--- src/rtl/wisc_pkg.sv ---
// rtl/wisc_pkg.sv - shared widths and opcode constants for the decode/execute boundary
package wisc_pkg;

  localparam int DW     = 16;
  localparam int RW     = 3;
  localparam int OP_W   = 5;
  localparam int FUNCT_W = 2;
  localparam int IMM_W  = 8;

  localparam logic [OP_W-1:0] OP_HALT = 5'b00000;
  localparam logic [OP_W-1:0] OP_J    = 5'b00100;
  localparam logic [OP_W-1:0] OP_ADDI = 5'b01000;
  localparam logic [OP_W-1:0] OP_BEQZ = 5'b01100;
  localparam logic [OP_W-1:0] OP_ST   = 5'b10000;
  localparam logic [OP_W-1:0] OP_LD   = 5'b10001;
  localparam logic [OP_W-1:0] OP_ADD  = 5'b11011;

endpackage

--- src/rtl/fwd_mux.sv ---
// rtl/fwd_mux.sv - per-operand forwarding select: EX result over MEM writeback over regfile
module fwd_mux #(
  parameter int DW = 16,
  parameter int RW = 3
) (
  input  logic [RW-1:0] src_idx,
  input  logic          src_used,
  input  logic [DW-1:0] reg_val,
  input  logic          a_en,
  input  logic [RW-1:0] a_idx,
  input  logic [DW-1:0] a_data,
  input  logic          b_en,
  input  logic [RW-1:0] b_idx,
  input  logic [DW-1:0] b_data,
  output logic [DW-1:0] value
);

  // An operand that is not read keeps its raw regfile value.
  always_comb begin
    value = reg_val;
    if (src_used) begin
      if (a_en && (a_idx == src_idx)) begin
        value = a_data;
      end else if (b_en && (b_idx == src_idx)) begin
        value = b_data;
      end
    end
  end

endmodule

--- src/rtl/id_ex_stage.sv ---
// rtl/id_ex_stage.sv - ID/EX pipeline register with capture-time forwarding and load-use bubbles
module id_ex_stage #(
  parameter int DW = wisc_pkg::DW,
  parameter int RW = wisc_pkg::RW
) (
  input  logic                          clk,
  input  logic                          rst_n,
  input  logic                          id_valid,
  input  logic [wisc_pkg::OP_W-1:0]     id_opcode,
  input  logic [wisc_pkg::FUNCT_W-1:0]  id_funct,
  input  logic [DW-1:0]                 id_rs_val,
  input  logic [DW-1:0]                 id_rt_val,
  input  logic [DW-1:0]                 id_pc,
  input  logic [wisc_pkg::IMM_W-1:0]    id_imm,
  input  logic [RW-1:0]                 id_rs_idx,
  input  logic                          id_rs_used,
  input  logic [RW-1:0]                 id_rt_idx,
  input  logic                          id_rt_used,
  input  logic [RW-1:0]                 id_wr_idx,
  input  logic                          id_wr_en,
  input  logic                          id_is_load,
  input  logic [DW-1:0]                 ex_res,
  input  logic                          mem_wr_en,
  input  logic [RW-1:0]                 mem_wr_idx,
  input  logic [DW-1:0]                 mem_data,
  input  logic                          ex_stall,
  input  logic                          flush,
  output logic                          id_ready,
  output logic                          ex_valid,
  output logic [wisc_pkg::OP_W-1:0]     ex_opcode,
  output logic [wisc_pkg::FUNCT_W-1:0]  ex_funct,
  output logic [DW-1:0]                 ex_rs,
  output logic [DW-1:0]                 ex_rt,
  output logic [DW-1:0]                 ex_pc,
  output logic [wisc_pkg::IMM_W-1:0]    ex_imm,
  output logic [RW-1:0]                 ex_wr_idx,
  output logic                          ex_wr_en,
  output logic                          ex_is_load
);

  logic          ex_fwd_en;
  logic          rs_hits_load;
  logic          rt_hits_load;
  logic          load_use;
  logic [DW-1:0] rs_fwd;
  logic [DW-1:0] rt_fwd;

  // A load's EX result is only an address, so it must never be forwarded.
  assign ex_fwd_en = ex_valid & ex_wr_en & ~ex_is_load;

  fwd_mux #(.DW(DW), .RW(RW)) u_fwd_rs (
    .src_idx  (id_rs_idx),
    .src_used (id_rs_used),
    .reg_val  (id_rs_val),
    .a_en     (ex_fwd_en),
    .a_idx    (ex_wr_idx),
    .a_data   (ex_res),
    .b_en     (mem_wr_en),
    .b_idx    (mem_wr_idx),
    .b_data   (mem_data),
    .value    (rs_fwd)
  );

  fwd_mux #(.DW(DW), .RW(RW)) u_fwd_rt (
    .src_idx  (id_rt_idx),
    .src_used (id_rt_used),
    .reg_val  (id_rt_val),
    .a_en     (ex_fwd_en),
    .a_idx    (ex_wr_idx),
    .a_data   (ex_res),
    .b_en     (mem_wr_en),
    .b_idx    (mem_wr_idx),
    .b_data   (mem_data),
    .value    (rt_fwd)
  );

  assign rs_hits_load = id_rs_used & (id_rs_idx == ex_wr_idx);
  assign rt_hits_load = id_rt_used & (id_rt_idx == ex_wr_idx);
  assign load_use     = id_valid & ex_valid & ex_is_load & ex_wr_en & (rs_hits_load | rt_hits_load);
  assign id_ready     = ~ex_stall & ~load_use;

  // Bubbles only clear the control bits; data fields are don't-care while ex_valid=0.
  always_ff @(posedge clk or negedge rst_n) begin
    if (!rst_n) begin
      ex_valid   <= 1'b0;
      ex_opcode  <= '0;
      ex_funct   <= '0;
      ex_rs      <= '0;
      ex_rt      <= '0;
      ex_pc      <= '0;
      ex_imm     <= '0;
      ex_wr_idx  <= '0;
      ex_wr_en   <= 1'b0;
      ex_is_load <= 1'b0;
    end else if (flush) begin
      ex_valid   <= 1'b0;
      ex_wr_en   <= 1'b0;
      ex_is_load <= 1'b0;
    end else if (!ex_stall) begin
      if (load_use) begin
        ex_valid   <= 1'b0;
        ex_wr_en   <= 1'b0;
        ex_is_load <= 1'b0;
      end else begin
        ex_valid   <= id_valid;
        ex_opcode  <= id_opcode;
        ex_funct   <= id_funct;
        ex_rs      <= rs_fwd;
        ex_rt      <= rt_fwd;
        ex_pc      <= id_pc;
        ex_imm     <= id_imm;
        ex_wr_idx  <= id_wr_idx;
        ex_wr_en   <= id_valid & id_wr_en;
        ex_is_load <= id_valid & id_is_load;
      end
    end
  end

endmodule

--- config.mk ---
export PLATFORM = sky130hd
export DESIGN_NAME = id_ex_stage
export DESIGN_NICKNAME = d
export VERILOG_FILES = /design/src/rtl/wisc_pkg.sv /design/src/rtl/fwd_mux.sv /design/src/rtl/id_ex_stage.sv
export SDC_FILE = /design/constraint.sdc
export NUM_CORES = 1
export LEC_CHECK = 0
export ABC_AREA = 1
export BUFFER_PORTS_ARGS = -buffer_cell sky130_fd_sc_hd__buf_4
export CAP_MARGIN = 20
export CORE_AREA = 2 2 104 106
export CTS_CLUSTER_SIZE = 20
export DETAILED_ROUTE_END_ITERATION = 16
export DIE_AREA = 0 0 106 108
export GPL_TIMING_DRIVEN = 0
export PLACE_DENSITY_LB_ADDON = 0.2
export RECOVER_POWER = 100
export SLEW_MARGIN = 20
export SYNTH_ARGS = -nofsm -noshare
export SYNTH_HDL_FRONTEND = slang
export SYNTH_HIERARCHICAL = 1
export SYNTH_SLANG_ARGS = --single-unit
export TNS_END_PERCENT = 10
--- constraint.sdc ---
create_clock -name clk -period 1.8 [get_ports clk]
set_input_delay 0.36 -clock clk [delete_from_list [all_inputs] [get_ports clk]]
set_output_delay 0.36 -clock clk [all_outputs]
set_load 0.05 [all_outputs]
# Word-level counts from Yosys, hierarchy flattened
# Cells that the tools add are included.
# word_totals
ff_bits	69
latchBits	0
ramBits	0
rom_bits	0
inputBits	117
output_inout_bits	70
elab_cells	53
mem_count	0
# op_classes
addsub	0
n_mul	0
div	0
order_cmp	0
eq_ne	7
shifts	0
n_mux	15
bitwise_logic	16
reduce_logical	5
# ops
operator	n
$mux 16	6
$eq 3x3->1	6
$and 1x1->1	11
$mux 1	9
$logic_and 1x1->1	4
$not 1->1	4
$reduce_and 3->1	1
$ne 2x1->1 const B	1
$or 1x1->1	1

# Logic depth before layout (Yosys ltp)
# logic_depth
ltp_word	7
depth_mapped	12
depth_no_buf	11

# Hierarchy
# The synthesis kept the hierarchy.
# by_module_without_submodules
mod	n_inst	cells_each	area_per_inst_um2	seq_area_each_um2
id_ex_stage	1	342	2900.3	1726.7
fwd_mux	2	186	828.3	0.0

# Worst setup path before layout
# OpenSTA, ideal clock, no wires.
# synth_path
kind	reg-to-output
from	register ex_wr_idx[0]
to	output id_ready
arrival_time_ps	1858
required_ps	1440
path_slack_ps	-418
stages_incl_launch_ff	7
path_buffers	0
cell_sequence	dfrtp_1 inv_1 nor2_1 nor2_1 nand2_1 nand2_1 a21oi_1
# synth_via
elab_chain_len	6
elab_cells_between_ends	8
classes_between	eq/ne: 2; bitwise: 6
# synth_lines
element	line	source
start: declaration	id_ex_stage.sv:36	output logic [RW-1:0] ex_wr_idx,
start signal: assignment	id_ex_stage.sv:112	ex_wr_idx <= id_wr_idx;
$eq 3x3->1 (on tied branches)	id_ex_stage.sv:77, id_ex_stage.sv:78	
$and 1x1->1 (on tied branches)	id_ex_stage.sv:77, id_ex_stage.sv:78	
$or 1x1->1 (*)	id_ex_stage.sv:79	assign load_use = id_valid & ex_valid & ex_is_load & ex_wr_en & (rs_hits_load | rt_hits_load);
$and 1x1->1 (*)	id_ex_stage.sv:79	
$not 1->1 (no source line) (*)	-	
$and 1x1->1 (*)	id_ex_stage.sv:80	assign id_ready = ~ex_stall & ~load_use;
end: declaration	id_ex_stage.sv:28	output logic id_ready,
# Every way passes the cells marked *; elsewhere a longest branch is shown, timed or not.

# Worst setup path in the final report
# layout_path
from	register ex_wr_idx[2]
to	output id_ready
# The elaborated chain is that of the path after synthesis.

==> results_dict.tcl <==
set metrics [dict create \
    status "finished, violations left" \
    violations "max-capacitance violations, max-slew violations, negative setup slack" \
    drtIter0Drc 370 \
    p_leak_nw 3.55 \
    tns_ns -0.0331 \
    layout_commonest_cell "nand2_1" \
    die_x_um 106 \
    synth_area_per_cell_sq_um 6.38 \
    slew_violations 69 \
    dp_hpwl_um 11400 \
    synth.largest_area_cell "dfrtp_1" \
    fill_cells 1016 \
    arrival_ns 1.47 \
    hold_violations 0 \
    drc 0 \
    finalWirelength_um 15000 \
    cp-start-kind "register" \
    wire_per_inst_um 14.0 \
    fin_nets 1048 \
    drive_above_1_share 0.247 \
    hp-class "input port to register" \
    clock_latency_ns 0.33 \
    grt_pass1_wl_um 23700 \
    slew_headroom -0.00592 \
    synth.distinct_cells 15 \
    grt_max_degree 70 \
    clock_sinks 69 \
    cts_tree "done" \
    antenna_left 0 \
    syn_nets 831 \
    core_sq_um 10200 \
    grt_antenna_before_repair 0 \
    irDropWorstVdd_v 0.000397 \
    h-tree-depth 3 \
    cts_buffers 9 \
    dr_total_vias 5223 \
    diodes 0 \
    io_buffers 186 \
    worst-path-max-fanout 5 \
    ios 187 \
    area_growth_syn_to_layout_pct 38.9 \
    netlist_instances 714 \
    clock-skew-final_ns 0.0138 \
    netlist_area_sq_um 4560 \
    stdcell_count 1072 \
    globalplace.congestion 0.971 \
    dp.cells 1036 \
    worst_pin_slew_ns 1.51 \
    seqCellArea_sq_um 1730 \
    synth_warnings 6 \
    power_density_nw_per_um2 790 \
    clockBufferDepth 2 \
    seq_area_frac_synth 0.379 \
    fin_ws_ns -0.0331 \
    drv_cap 1 \
    min_period_over_period 1.02 \
    ctsHoldBuffers 0 \
    grt_remaining_overflow 0 \
    firstDrtPassIters 5 \
    multi_input_area_sq_um 2330 \
    die_y_um 108 \
    synthTopCellsByArea "dfrtp_1 (38%), nand2_1 (21%), nand3_1 (14%)" \
    vias_per_cell 4.87 \
    fmax_mhz 546 \
    critPathKind "register to output port" \
    yosysTopAreaCellShare 0.379 \
    mostFrequentLayoutCells "nand2_1 (255), buf_4 (137), nand3_1 (131)" \
    period_minus_slack_ns 1.83 \
    root_buffer "clkbuf_8" \
    setup_viol 1 \
    grt_pass1_vias 4798 \
    dieArea_sq_um 11400 \
    rows 37 \
    clk_pin_slew_ns 0.08 \
    crit_required_ns 1.44 \
    rsz0062_at_grt "true" \
    start_util 0.445 \
    grt_util_all_layers 0.263 \
    endpoint_kind "output port" \
    place_ws_ns -0.0985 \
    ys_ff_latch 69 \
]
-- through the flow --
| step | hold WS, ns | utilization | power (mW) | area (sq um) |
|---|---|---|---|---|
| final | 0.246 | 0.619 | 5.00 | 6330 |
| after global routing | 0.231 | 0.619 | 5.29 | 6330 |
| after CTS | 0.156 | 0.632 | 5.17 | 6470 |
| after detailed placement | 0.460 | 0.600 | 3.85 | 6140 |
| after global placement | 0.456 | 0.600 | 3.83 | 6140 |
| after floorplan | 0.0644 | - | 3.10 | 4570 |
-- layout make-up --
class                      instances  share of cell area
multi-input combinational        518               0.368
sequential                        69               0.274
timing repair buffer             205               0.207
inverter                          89              0.0528
buffer                            39              0.0409
tap                              136              0.0269
clock buffer                       9              0.0196
clock inverter                     7              0.0117
-- routing by layer --
metal | GRT usage | share of wire | vias up
li1 | - | - | 2648
met1 | 0.358 | 0.44 | 2307
met2 | 0.418 | 0.45 | 237
met3 | 0.0536 | 0.080 | 31
met4 | 0.0968 | 0.031 | 0
met5 | 0 | 0 | -
-- kinds of logic after synthesis --
family | after synthesis | synth area share
AOI/OAI and AO/OA | 33 | 0.0362
buffers and inverters | 128 | 0.127
DFF | 69 | 0.379
and+or+nand+nor | 484 | 0.458
-- flip-flops by register name, indices dropped and copies added (netlist names) --
register	count
ex_funct	2
ex_imm	8
ex_is_load	1
ex_opcode	5
ex_pc	16
ex_rs	16
ex_rt	16
ex_valid	1
ex_wr_en	1
ex_wr_idx	3
-- synthesized netlist by cell type --
cell and count:
nor2_4 8, a21oi_1 33, buf_4 6, nand2_2 4
nand2_4 4, nand2_1 257, nand3_1 131, nand3b_1 2
inv_1 84, dfrtp_1 69, buf_2 11, nor2_1 78
inv_2 5, buf_6 8, clkbuf_1 14
-- timing repair --
item / in CTS / in global routing
cloned: 0 / 3
resized for setup: 13 / 24
pin swaps: 8 / 11
endpoints found under the setup margin: 42 / 68
setup buffers: 14 / 3
-- report_power, final --
part	total (mW)	internal, mW	switching (mW)
registers	1.87	1.75	0.121
logic	1.87	0.528	1.34
clock network	1.27	0.645	0.623
total	5.00	2.92	2.08
-- worst paths after layout --
check                                              start                  endpoint  slack [ns]  depth (start not counted)
min in group asynchronous                          rst_n     ex_imm[4]$_DFFE_PN0P_        0.40                          1
max in group asynchronous                          rst_n  ex_wr_idx[1]$_DFFE_PN0P_        0.40                          1
worst min-delay path                           id_imm[6]     ex_imm[6]$_DFFE_PN0P_        0.25                          3
worst max register to register  ex_wr_idx[1]$_DFFE_PN0P_      ex_rt[8]$_DFFE_PN0P_        0.02                         12
worst min register to register     ex_rt[13]$_DFFE_PN0P_     ex_rt[13]$_DFFE_PN0P_        0.47                          2
worst max-delay path            ex_wr_idx[2]$_DFFE_PN0P_                  id_ready       -0.03                          8
-- worst max-delay path: stages, from the launching register on --
cell     delay, ns
dfrtp_2       0.47
inv_2         0.08
nand2_1       0.05
nand2_1       0.06
nor2_2        0.04
nand2_1       0.07
nand2_2       0.08
a21oi_4       0.14
buf_8         0.16
No activity file was read; power rests on OpenSTA's default activity.
